## src/rtl/nx_ram_1rw_fifo_ctl.sv

```systemverilog
// FIFO controller: words are stored in an external single-port RAM and
// drained through a 2-entry registered output buffer (capacity DEPTH+2).
module nx_ram_1rw_fifo_ctl #(
   parameter int unsigned WIDTH = 64,
   parameter int unsigned DEPTH = 256
) (
   input  logic                       clk,
   input  logic                       rst,
   input  logic                       wr_valid,
   output logic                       wr_ready,
   input  logic [WIDTH-1:0]           wr_data,
   output logic                       rd_valid,
   input  logic                       rd_ready,
   output logic [WIDTH-1:0]           rd_data,
   output logic                       ram_cs,
   output logic                       ram_we,
   output logic [$clog2(DEPTH)-1:0]   ram_add,
   output logic [WIDTH-1:0]           ram_din,
   output logic [WIDTH-1:0]           ram_bwe,
   input  logic [WIDTH-1:0]           ram_dout,
   output logic [$clog2(DEPTH+3)-1:0] count,
   output logic                       full,
   output logic                       empty
);

   localparam int unsigned AW = $clog2(DEPTH);
   localparam int unsigned CW = $clog2(DEPTH + 3);
   localparam int unsigned NW = $clog2(DEPTH + 1);
   localparam logic [AW-1:0] PTR_LAST = AW'(DEPTH - 1);
   localparam logic [NW-1:0] RAM_FULL = NW'(DEPTH);

   // registered state
   logic [AW-1:0]    wr_ptr_q, wr_ptr_d;
   logic [AW-1:0]    rd_ptr_q, rd_ptr_d;
   logic [NW-1:0]    ram_cnt_q, ram_cnt_d;
   logic             inflight_q, inflight_d;
   logic [1:0]       obuf_cnt_q, obuf_cnt_d;
   logic             rr_q, rr_d;
   logic [WIDTH-1:0] obuf0_q, obuf0_d;
   logic [WIDTH-1:0] obuf1_q, obuf1_d;
   logic [CW-1:0]    count_q, count_d;
   logic             full_q, full_d;
   logic             empty_q, empty_d;

   // combinational control
   logic             pop_fire;
   logic [2:0]       occ;
   logic             rd_req;
   logic             wr_req;
   logic             conflict;
   logic             rd_grant;
   logic             wr_ok;
   logic             wr_fire;
   logic [1:0]       obuf_base;

   // Pointer increment with wrap at DEPTH-1 (DEPTH need not be a power of 2).
   function automatic logic [AW-1:0] ptr_inc(input logic [AW-1:0] p);
      return (p == PTR_LAST) ? '0 : p + AW'(1);
   endfunction

   // Request, arbitration and grant decode. Reset only gates the outputs:
   // the flops are held by the async reset, so next-state uses ungated terms.
   always_comb begin
      pop_fire = rd_valid && rd_ready;
      occ      = 3'(obuf_cnt_q) + 3'(inflight_q) - 3'(pop_fire);
      rd_req   = (ram_cnt_q != '0) && (occ < 3'd2);
      wr_req   = (ram_cnt_q < RAM_FULL);
      conflict = rd_req && wr_req && wr_valid;
      rd_grant = rd_req && (!(wr_req && wr_valid) || rr_q);
      wr_ok    = wr_req && !(rd_req && rr_q);
      wr_fire  = wr_valid && wr_ok;
   end

   // RAM port and handshake outputs.
   always_comb begin
      wr_ready = wr_ok && !rst;
      ram_cs   = (rd_grant || wr_fire) && !rst;
      ram_we   = wr_fire && !rst;
      ram_add  = wr_fire ? wr_ptr_q : rd_ptr_q;
      ram_din  = wr_data;
      ram_bwe  = '1;
      rd_valid = (obuf_cnt_q != 2'd0);
      rd_data  = obuf0_q;
      count    = count_q;
      full     = full_q;
      empty    = empty_q;
   end

   // Next-state: pointers, occupancy, arbitration priority and output buffer.
   always_comb begin
      wr_ptr_d   = wr_ptr_q;
      rd_ptr_d   = rd_ptr_q;
      rr_d       = rr_q;
      obuf0_d    = obuf0_q;
      obuf1_d    = obuf1_q;
      inflight_d = rd_grant;

      if (wr_fire) begin
         wr_ptr_d = ptr_inc(wr_ptr_q);
      end
      if (rd_grant) begin
         rd_ptr_d = ptr_inc(rd_ptr_q);
      end
      ram_cnt_d = ram_cnt_q + NW'(wr_fire) - NW'(rd_grant);

      if (conflict) begin
         rr_d = ~rr_q;
      end

      // Pop shifts the buffer first; returning RAM data lands behind survivors.
      obuf_base = obuf_cnt_q - 2'(pop_fire);
      if (pop_fire) begin
         obuf0_d = obuf1_q;
      end
      if (inflight_q) begin
         if (obuf_base == 2'd0) begin
            obuf0_d = ram_dout;
         end else begin
            obuf1_d = ram_dout;
         end
      end
      obuf_cnt_d = obuf_base + 2'(inflight_q);

      count_d = CW'(ram_cnt_d) + CW'(inflight_d) + CW'(obuf_cnt_d);
      full_d  = (ram_cnt_d == RAM_FULL);
      empty_d = (count_d == '0);
   end

   // State register with asynchronous active-high reset.
   always_ff @(posedge clk or posedge rst) begin
      if (rst) begin
         wr_ptr_q   <= '0;
         rd_ptr_q   <= '0;
         ram_cnt_q  <= '0;
         inflight_q <= 1'b0;
         obuf_cnt_q <= 2'd0;
         rr_q       <= 1'b0;
         obuf0_q    <= '0;
         obuf1_q    <= '0;
         count_q    <= '0;
         full_q     <= 1'b0;
         empty_q    <= 1'b1;
      end else begin
         wr_ptr_q   <= wr_ptr_d;
         rd_ptr_q   <= rd_ptr_d;
         ram_cnt_q  <= ram_cnt_d;
         inflight_q <= inflight_d;
         obuf_cnt_q <= obuf_cnt_d;
         rr_q       <= rr_d;
         obuf0_q    <= obuf0_d;
         obuf1_q    <= obuf1_d;
         count_q    <= count_d;
         full_q     <= full_d;
         empty_q    <= empty_d;
      end
   end

endmodule

```

## config.mk

```make
export PLATFORM = sky130hd
export DESIGN_NAME = nx_ram_1rw_fifo_ctl
export DESIGN_NICKNAME = d
export VERILOG_FILES = /design/src/rtl/nx_ram_1rw_fifo_ctl.sv
export SDC_FILE = /design/constraint.sdc
export NUM_CORES = 1
export LEC_CHECK = 0
export ABC_CLOCK_PERIOD_IN_PS = 6400
export BUFFER_PORTS_ARGS = -buffer_cell sky130_fd_sc_hd__buf_2
export CAP_MARGIN = 20
export CORE_ASPECT_RATIO = 0.8
export CORE_MARGIN = 2
export CORE_UTILIZATION = 30
export CTS_CLUSTER_DIAMETER = 50
export CTS_CLUSTER_SIZE = 20
export DETAILED_ROUTE_END_ITERATION = 8
export GPL_TIMING_DRIVEN = 0
export PLACE_DENSITY_LB_ADDON = 0.08
export SLEW_MARGIN = 20
export SYNTH_ARGS = -nofsm -noshare
export SYNTH_HDL_FRONTEND = slang
export SYNTH_SLANG_ARGS = --single-unit
```

## constraint.sdc

```tcl
create_clock -name clk -period 6.4 [get_ports clk]
set_input_delay 0.64 -clock clk [delete_from_list [all_inputs] [get_ports clk]]
set_output_delay 0.64 -clock clk [all_outputs]
set_load 0.1 [all_outputs]
```

==> summary.md, run 1 <==
| Metric | Value |
|---|---|
| Fmax | `191 MHz` |
| Total Wirelength | `21100 microns` |
| Maxcap violations | `0` |
| Initial antenna violation count | `3` |
| Status | `completed` |
| Die Wd | `193 microns` |
| Async set-reset flop share out of synthesis | `1.00` |
| Via count | `6158` |
| Reg2reg end | `empty` |
| Top post-synthesis cells by area | `dfrtp_1 (49%), buf_4 (11%), mux2_2 (8.4%)` |
| FF-to-FF Start | `obuf_cnt_q[1]` |
| Mean routed wirelength per cell | `14.3 microns` |
| Final nets | `1245` |
| Hold Path Class | `in2async` |
| WS Path Type | `reg2reg` |
| Synth Flop Type | `dfrtp_1` |
| Number of global-route vias before repair | `6027` |
| Synth area leader | `dfrtp_1` |
| Sequential area share after synthesis | `0.489` |
| CTS Buf Count | `17` |
| Final setup skew | `0.00929 ns` |
| DR pass1 iterations | `4` |
| Die Y | `155 microns` |
| Post-DP HPWL | `15700 microns` |
| Area Overhead vs Synth | `29.3%` |
| Crit path time final | `5.22 ns` |
| Mapped cell area | `0.00860 sq mm` |
| H-tree depth | `4` |
| Reg-to-reg slack, setup | `1.18 ns` |
| Flops & latches, synth | `168` |
| # IOs | `347` |
| Top-area cell type share of the netlist area | `0.486` |
| Setup TNS | `0 ns` |
| Routed vias/inst | `4.17` |
| Final ANT Viol Nets | `0` |
| Critical Path Slowest Stage Cell | `dfrtp_1` |
| Initial Util | `0.305` |
| PostCTS Resize Cnt | `0` |
| Sink Count | `168` |
| Synth top cells by count | `dfrtp_1 (167), buf_4 (128), nor2_1 (70), a21oi_1 (69)` |
| Cell Rows | `55` |
| Longest Clk Path Bufs | `2` |
| Avg Cell Area, Syn | `11.0 sq um` |
| Setup Fix Bufs, Post-CTS | `0` |
| RSZ-0062 raised after global routing | `no` |
| # hold bufs at CTS | `0` |
| Rel. slew slack | `0.431` |
| Share of layout cells above drive strength 1 | `0.426` |
| Req. time, crit path | `6.74 ns` |
| CP Capture Type | `flip-flop` |
| Worst R2R Path Depth | `19` |
| Critical-path cell list | `nand3_1, o21ai_0, nand2_1, fa_1, xnor2_1, o311a_1, a21oi_2, inv_1, clkbuf_1, ha_1, ha_1, fa_1, a211o_1, a31oi_1, o21bai_1, xor2_2, nand3_1, xnor2_1, nor4b_2` |
| Most frequent cell after synthesis | `dfrtp_1` |
| I/O Buffers | `218` |
| CTS root buf | `clkbuf_16` |
| Synth Warn # | `0` |
| Grt ovf | `0` |
| Yosys cell types | `55` |
| CTS tree | `built` |
| Worst-path fanout max | `11` |
| Count of final hold-check violations | `0` |
| Core Footprint | `0.0282 sq mm` |
| 1st-iter DRT viols | `207` |
| Synth Instances | `785` |
| Slew Viols, Final | `0` |
| Largest net degree at the start of global routing | `31` |
| Critical Path AT | `5.56 ns` |
| Slowest stage delay, CP | `0.43 ns` |
| Number of synthesized flops with an enable pin | `0` |
| Slew @ Worst Pin | `0.854 ns` |
| Cell count after placement | `1442` |
| GR Util All Layers | `0.140` |
| DRC viols | `0` |
| Post-route insts no fill | `1477` |
| Die area | `0.0301 sq mm` |
| Final period util | `0.816` |
| First-pass GRT wire length | `33100 microns` |
| RePlAce Congestion | `0.747` |
| Clk slew on worst S/H paths | `0.07 ns` |
| Clk Latency, worst-skew pair | `0.43 ns` |
| Setup violators final | `0` |
| Startpoint types | `flip-flop` |
cell type report:
class | instances | area (sq um)
well taps | 370 | 463
plain buffers | 157 | 1080
diodes | 3 | 7.51
multi-input cells | 503 | 3480
flip-flops and latches | 168 | 4210
repair buffers | 224 | 1210
clock buffers | 21 | 460
fillers | 2834 | 17100
inverters | 20 | 80.1
clock inverters | 11 | 139
kinds of logic (layout without fill, tap and decap cells):
group,count (synthesis),count (layout),share of synthesized area
adder cells (fa/ha/maj),22,22,0.0355
other,1,67,0.000436
XOR/XNOR,23,23,0.0260
multiplexers,128,128,0.158
flip-flops,168,168,0.489
buffers and inverters,177,433,0.134
AO/OA/AOI/OAI,107,107,0.0740
AND/OR/NAND/NOR,159,159,0.0829
critical path, delay by kind of cell, from the launching register on:
| family | cells | cell delay (ns) |
|---|---|---|
| compound gates | 6 | 1.42 |
| fa+ha+maj | 4 | 1.35 |
| simple gates | 4 | 0.71 |
| xor+xnor | 3 | 0.66 |
| buf+inv | 2 | 0.56 |
| flops | 1 | 0.43 |
layer usage:
layer / track usage / vias up / wire, microns
met5: 0 / - / 0
met2: 0.217 / 145 / 9870
met4: 0.0374 / 0 / 210
met1: 0.193 / 2905 / 9970
met3: 0.0392 / 14 / 1090
li1: - / 3094 / -
cells in the final DEF (no fill, tap or decap), drive strengths merged, types with 2 or more instances in the layout:
master	count
and3	7
buf	360
diode	3
mux2i	64
nor2b	3
xnor2	15
mux2	64
or2b	2
fa	4
clkinv	6
nor3	3
bufinv	2
dfrtp	167
ha	18
xor2	8
o21ai	15
inv	21
a21oi	71
a31oi	4
clkinvlp	2
or3	2
conb	64
nand2b	4
nand2	51
o31ai	3
nand4	4
nand3	7
a21o	3
clkbuf	42
nor2	70
o21bai	2
how the worst max path moves through the flow:
stage,end,slack [ns],cells past startpoint,start
after CTS,empty,1.10,19,obuf_cnt_q[1]
after floorplan,empty,1.73,18,rd_ready
final,empty,1.18,19,obuf_cnt_q[1]
after global placement,ram_we,0.58,5,rst
after global routing,empty,0.70,19,obuf_cnt_q[1]
after detailed placement,empty,0.75,19,rd_ready
sequential cells by signal (all words and copies together) (netlist names):
signal,cells
full,1
wr_ptr_q,8
rr_q,1
inflight_q,1
obuf_cnt_q,2
count,9
ram_cnt_q,9
rd_data,64
empty,1
rd_ptr_q,8
obuf1_q,64
stage by stage:
step	worst slack (ns)	hold slack [ns]	cell area, sq um	util
3_3_place_gp	0.581	0.490	10400	0.369
6_report	1.18	0.154	11100	0.394
5_1_grt	0.700	0.142	11100	0.394
3_5_place_dp	0.748	0.493	10500	0.373
2_1_floorplan	1.73	0.464	8840	-
4_1_cts	1.10	0.131	11100	0.394
Power of run 1 is left out: the tool's default activity adds up to more than one toggle a clock period on the data nets, which glitch-free logic cannot reach.
==> run 2: changes to the inputs <==
- ABC_AREA: unset -> 1
- ABC_CLOCK_PERIOD_IN_PS: 6400 -> 4600
- clock period: 6.4 -> 4.6 ns (I/O delays scaled with it)
==> summary.md, run 2 <==
| Metric | Value |
|---|---|
| Setup TNS | `0 ns` |
| Crit path time final | `4.25 ns` |
| Cell count after placement | `1650` |
| Grt ovf | `0` |
| Mapped cell area | `0.00885 sq mm` |
| Die area | `0.0309 sq mm` |
| Slew @ Worst Pin | `0.547 ns` |
| Async set-reset flop share out of synthesis | `1.00` |
| CTS tree | `built` |
| Count of final hold-check violations | `0` |
| Final setup skew | `0.0155 ns` |
| Rel. slew slack | `0.635` |
| CP Capture Type | `flip-flop` |
| Synth area leader | `dfrtp_1` |
| 1st-iter DRT viols | `345` |
| Slew Viols, Final | `0` |
| Final design instance area without fill | `0.0115 sq mm` |
| Die Y | `158 microns` |
| Die Wd | `196 microns` |
| Worst-path fanout max | `4` |
| Via count | `7168` |
| Top-area cell type share of the netlist area | `0.472` |
| Leading cell types in the layout, fill and taps excluded | `nand2_1 (247), buf_2 (235), dfrtp_1 (166)` |
| DP Worst Slack | `-0.997 ns` |
| Synth Instances | `986` |
| Sequential area share after synthesis | `0.475` |
| Maxcap violations | `0` |
| Worst R2R Path Depth | `26` |
| Reg2reg end | `empty` |
| Hold Path Class | `in2reg` |
| Critical Path AT | `4.61 ns` |
| Flops & latches, synth | `168` |
| Final worst setup slack | `0.348 ns` |
| Synth top cells by count | `nand2_1 (250), dfrtp_1 (167), buf_4 (130), nor2_1 (91), a31oi_1 (64)` |
| Setup violators final | `0` |
| Sink Count | `168` |
| Yosys cell types | `41` |
| DR pass1 iterations | `6` |
| Routed vias/inst | `4.25` |
| Status | `completed` |
| CTS root buf | `clkbuf_16` |
| Initial antenna violation count | `2` |
| DRC viols | `0` |
| Avg Cell Area, Syn | `8.97 sq um` |
| Number of synthesized flops with an enable pin | `0` |
| Longest Clk Path Bufs | `2` |
| RePlAce Congestion | `0.752` |
| Fmax | `235 MHz` |
| Share of layout cells above drive strength 1 | `0.363` |
| Clk slew on worst S/H paths | `0.07 ns` |
| Placed cell area | `0.0108 sq mm` |
| Top post-synthesis cells by area | `dfrtp_1 (47%), buf_4 (11%), nand2_1 (11%)` |
| Critical Path Start | `obuf_cnt_q[1]` |
| # IOs | `347` |
| Final nets | `1449` |
| Core Footprint | `0.0291 sq mm` |
| Number of global-route vias before repair | `6808` |
| CTS Buf Count | `17` |
| GR Util All Layers | `0.157` |
| Synth Warn # | `0` |
| First-pass GRT wire length | `37800 microns` |
| Mean routed wirelength per cell | `14.5 microns` |
| Cell Rows | `56` |
| Reg-to-reg slack, setup | `0.35 ns` |
| I/O Buffers | `218` |
| Critical Path End | `empty` |
| Area Overhead vs Synth | `30.2%` |
| Initial Util | `0.304` |
| Total Wirelength | `24400 microns` |
| Largest net degree at the start of global routing | `32` |
| FF-to-FF Start | `obuf_cnt_q[1]` |
| Fill cells | `3028` |
| Post-DP HPWL | `17900 microns` |
| H-tree depth | `4` |
| Most common cell after layout, fill and taps aside | `nand2_1` |
| Startpoint types | `flip-flop` |
| Clk Latency, worst-skew pair | `0.43 ns` |
| Synth Flop Type | `dfrtp_1` |
| Final period util | `0.924` |
| Post-route insts no fill | `1685` |
| Most frequent cell after synthesis | `nand2_1` |
| Req. time, crit path | `4.96 ns` |
| WS Path Type | `reg2reg` |
| Final ANT Viol Nets | `0` |
run 2: what timing repair did:
item,in CTS,in global routing
hold endpoints to repair,8,0
hold buffers,1,0
buffers inserted,0,3
endpoints found under the setup margin,12,5
gates resized for setup,9,16
pin swaps,0,5
run 2: how the worst min path moves through the flow:
| stage | cells past startpoint | to | startpoint |
|---|---|---|---|
| 2_1_floorplan | 1 | wr_ptr_q[6] | wr_ptr_q[6] |
| 3_3_place_gp | 2 | obuf1_q[48] | obuf1_q[48] |
| 3_5_place_dp | 2 | wr_ptr_q[6] | rst |
| 4_1_cts | 3 | obuf1_q[36] | ram_dout[36] |
| 5_1_grt | 2 | obuf1_q[12] | ram_dout[12] |
| 6_report | 3 | obuf1_q[36] | ram_dout[36] |
run 2: area by class of cell:
class,count,area (sq um),area share
diodes,1,2.50,0.000217
plain buffers,168,1180,0.103
clock buffers,18,439,0.0381
clock inverters,13,181,0.0157
inverters,65,254,0.0220
multi-input cells,647,3540,0.307
flip-flops and latches,168,4210,0.365
well taps,377,472,0.0409
repair buffers,228,1250,0.108
run 2: cell families after synthesis:
family | Yosys count | share of synthesized area
buf+inv | 234 | 0.160
xor+xnor | 10 | 0.00990
mux | 38 | 0.0619
flops | 168 | 0.475
other cells | 1 | 0.000424
compound gates | 99 | 0.0683
fa+ha+maj | 22 | 0.0345
simple gates | 414 | 0.189
run 2: routing by layer:
metal  up-vias  share of wire  global-route usage
li1       3635              -                   -
met4         2         0.0079              0.0343
met1      3364           0.47               0.219
met5         -        0.00053                   0
met3        17          0.048              0.0369
met2       150           0.47               0.247
run 2: stage by stage:
step                hold WS (ns)  utilization
floorplan                  0.442            -
CTS                        0.253        0.392
finish                     0.273        0.395
detailed placement         0.430        0.370
global route               0.257        0.395
global placement           0.454        0.366
run 2: worst max-delay path, stage by stage, from the launching register on:
cell and delay (ns):
dfrtp_1 0.39, inv_2 0.08, nand2_4 0.07, nand2_1 0.08
inv_2 0.07, nand2_2 0.08, o21ai_4 0.09, nand2_1 0.10
fa_1 0.48, nand2_1 0.06, nor2_2 0.13, and2_4 0.18
nand2_2 0.07, nand2_4 0.08, ha_4 0.19, ha_2 0.20
fa_2 0.60, inv_1 0.06, fa_2 0.52, inv_1 0.06
nor2_1 0.09, nand2_1 0.07, nor2_1 0.10, nand2_1 0.05
nor2_1 0.10, nand3_1 0.08, nor2_1 0.09
Power of run 2 is left out for the same reason.
==> run 3: changes to the inputs <==
--- a/config.mk
+++ b/config.mk
@@ -6,5 +6,5 @@
 export NUM_CORES = 1
 export LEC_CHECK = 0
-export ABC_AREA = 1
+export ABC_AREA = 0
 export ABC_CLOCK_PERIOD_IN_PS = 4600
 export BUFFER_PORTS_ARGS = -buffer_cell sky130_fd_sc_hd__buf_2
==> constraint.sdc (replaced) <==
create_clock -name clk -period 4.6 [get_ports clk]
set_input_delay 0.92 -clock clk [delete_from_list [all_inputs] [get_ports clk]]
set_output_delay 0.92 -clock clk [all_outputs]
set_load 0.1 [all_outputs]
==> summary.md, run 3 (synthesis gave the netlist of run 1 again) <==
| Metric | Value |
|---|---|
| Status | `completed` |
| DP Worst Slack | `-0.793 ns` |
| 1st-iter DRT viols | `221` |
| Mean routed wirelength per cell | `14.1 microns` |
| Crit path time final | `4.41 ns` |
| Sink Count | `168` |
| Hold Path Class | `reg2reg` |
| # hold bufs at CTS | `0` |
| Leading cell types in the layout, fill and taps excluded | `buf_2 (224), dfrtp_1 (167), buf_4 (141)` |
| Crit path top cell by count | `fa_2` |
| Post-DP HPWL | `15300 microns` |
| Critical-path cell list | `buf_4, nand3_4, o21ai_4, nand2_2, fa_2, xnor2_2, o311a_4, a21oi_4, inv_2, clkbuf_8, ha_4, ha_2, fa_2, inv_1, fa_2, and3b_2, and3_4, a31oi_2, nor4b_2` |
| Critical Path AT | `4.74 ns` |
| Fill cells | `2852` |
| Slew @ Worst Pin | `0.795 ns` |
| Die Wd | `193 microns` |
| Via count | `6157` |
| CTS tree | `built` |
| Placed cell area | `0.0105 sq mm` |
| Worst-path fanout max | `11` |
| Final worst setup slack | `0.187 ns` |
| Fmax | `227 MHz` |
| Setup violators final | `0` |
| Critical Path Slowest Stage Cell | `fa_2` |
| Largest net degree at the start of global routing | `32` |
| Slowest stage delay, CP | `0.57 ns` |
| Rel. slew slack | `0.470` |
| Routed vias/inst | `4.14` |
| Post-route insts no fill | `1486` |
| Worst R2R Path Depth | `19` |
| Core Footprint | `0.0282 sq mm` |
| Final setup skew | `0.00894 ns` |
| Reg-to-reg slack, setup | `0.26 ns` |
| Initial antenna violation count | `2` |
| First-pass GRT wire length | `32000 microns` |
| Most common cell after layout, fill and taps aside | `buf_2` |
| CP Capture Type | `flip-flop` |
| DRC viols | `0` |
| GR Util All Layers | `0.135` |
| Cell count after placement | `1441` |
| Clk Latency, worst-skew pair | `0.43 ns` |
| Startpoint types | `input pin` |
| Final period util | `0.959` |
| WS Path Type | `in2reg` |
| Share of layout cells above drive strength 1 | `0.455` |
| Final ANT Viol Nets | `0` |
| Maxcap violations | `0` |
| DR pass1 iterations | `5` |
| Worst hold stages | `1` |
| CTS root buf | `clkbuf_16` |
| Area Overhead vs Synth | `31.5%` |
| Reg2reg end | `empty` |
| Longest Clk Path Bufs | `2` |
| Die Y | `155 microns` |
| CTS Buf Count | `17` |
| Die area | `0.0301 sq mm` |
| RePlAce Congestion | `0.744` |
| Critical Path Start | `rd_ready` |
| Hold WS | `0.506 ns` |
| # IOs | `347` |
| Min-Delay Endpoint | `wr_ptr_q[7]` |
| Total Wirelength | `20900 microns` |
| Slew Viols, Final | `0` |
| FF-to-FF Start | `obuf_cnt_q[0]` |
| Grt ovf | `0` |
| Clk slew on worst S/H paths | `0.07 ns` |
| Cell Rows | `55` |
| H-tree depth | `4` |
| Min-delay src | `wr_ptr_q[7]` |
| Count of final hold-check violations | `0` |
| Initial Util | `0.305` |
| Final nets | `1256` |
| I/O Buffers | `218` |
| Req. time, crit path | `4.93 ns` |
| Final design instance area without fill | `0.0113 sq mm` |
| Number of global-route vias before repair | `5818` |
==> run 3: worst max path at each step <==
stage          slack, ns  endpoint  cells past startpoint
5_1_grt           -0.003     empty                     20
3_5_place_dp       -0.79     empty                     19
2_1_floorplan      -0.37    ram_we                      3
3_3_place_gp       -1.90    ram_we                      5
6_report            0.19     empty                     19
4_1_cts             0.02     empty                     19
==> run 3: final cells by class <==
type,count,area (sq um),area share
diodes,1,2.50,0.000221
plain buffers,157,1090,0.0962
clock buffers,18,429,0.0379
clock inverters,14,140,0.0124
inverters,20,81.3,0.00719
multi-input cells,503,3620,0.320
flip-flops and latches,168,4210,0.372
well taps,370,463,0.0409
repair buffers,235,1280,0.113
==> run 3: timing repair <==
item,CTS,global route
setup endpoints to repair,5,4
pin swaps,6,13
buffers inserted,7,5
gates resized for setup,8,11
==> run 3: layer usage <==
| layer | vias up | track usage | wire [microns] |
|---|---|---|---|
| met5 | - | 0 | 13 |
| met3 | 10 | 0.0392 | 1110 |
| met1 | 2891 | 0.181 | 9630 |
| met4 | 2 | 0.0284 | 118 |
| li1 | 3100 | - | - |
| met2 | 154 | 0.218 | 10100 |
==> run 3: critical path: cells and delay by family <==
family	cells	cell delay [ns]
simple gates	5	0.97
xor+xnor	1	0.16
fa+ha+maj	5	1.69
compound gates	4	0.52
buf+inv	4	0.45
==> run 3: metrics by stage <==
stage | setup TNS (ns) | utilization
4_1_cts | 0 | 0.397
5_1_grt | -0.00305 | 0.401
3_5_place_dp | -3.86 | 0.373
6_report | 0 | 0.401
2_1_floorplan | -0.740 | -
3_3_place_gp | -8.23 | 0.370
Power of run 3 is left out for the same reason.
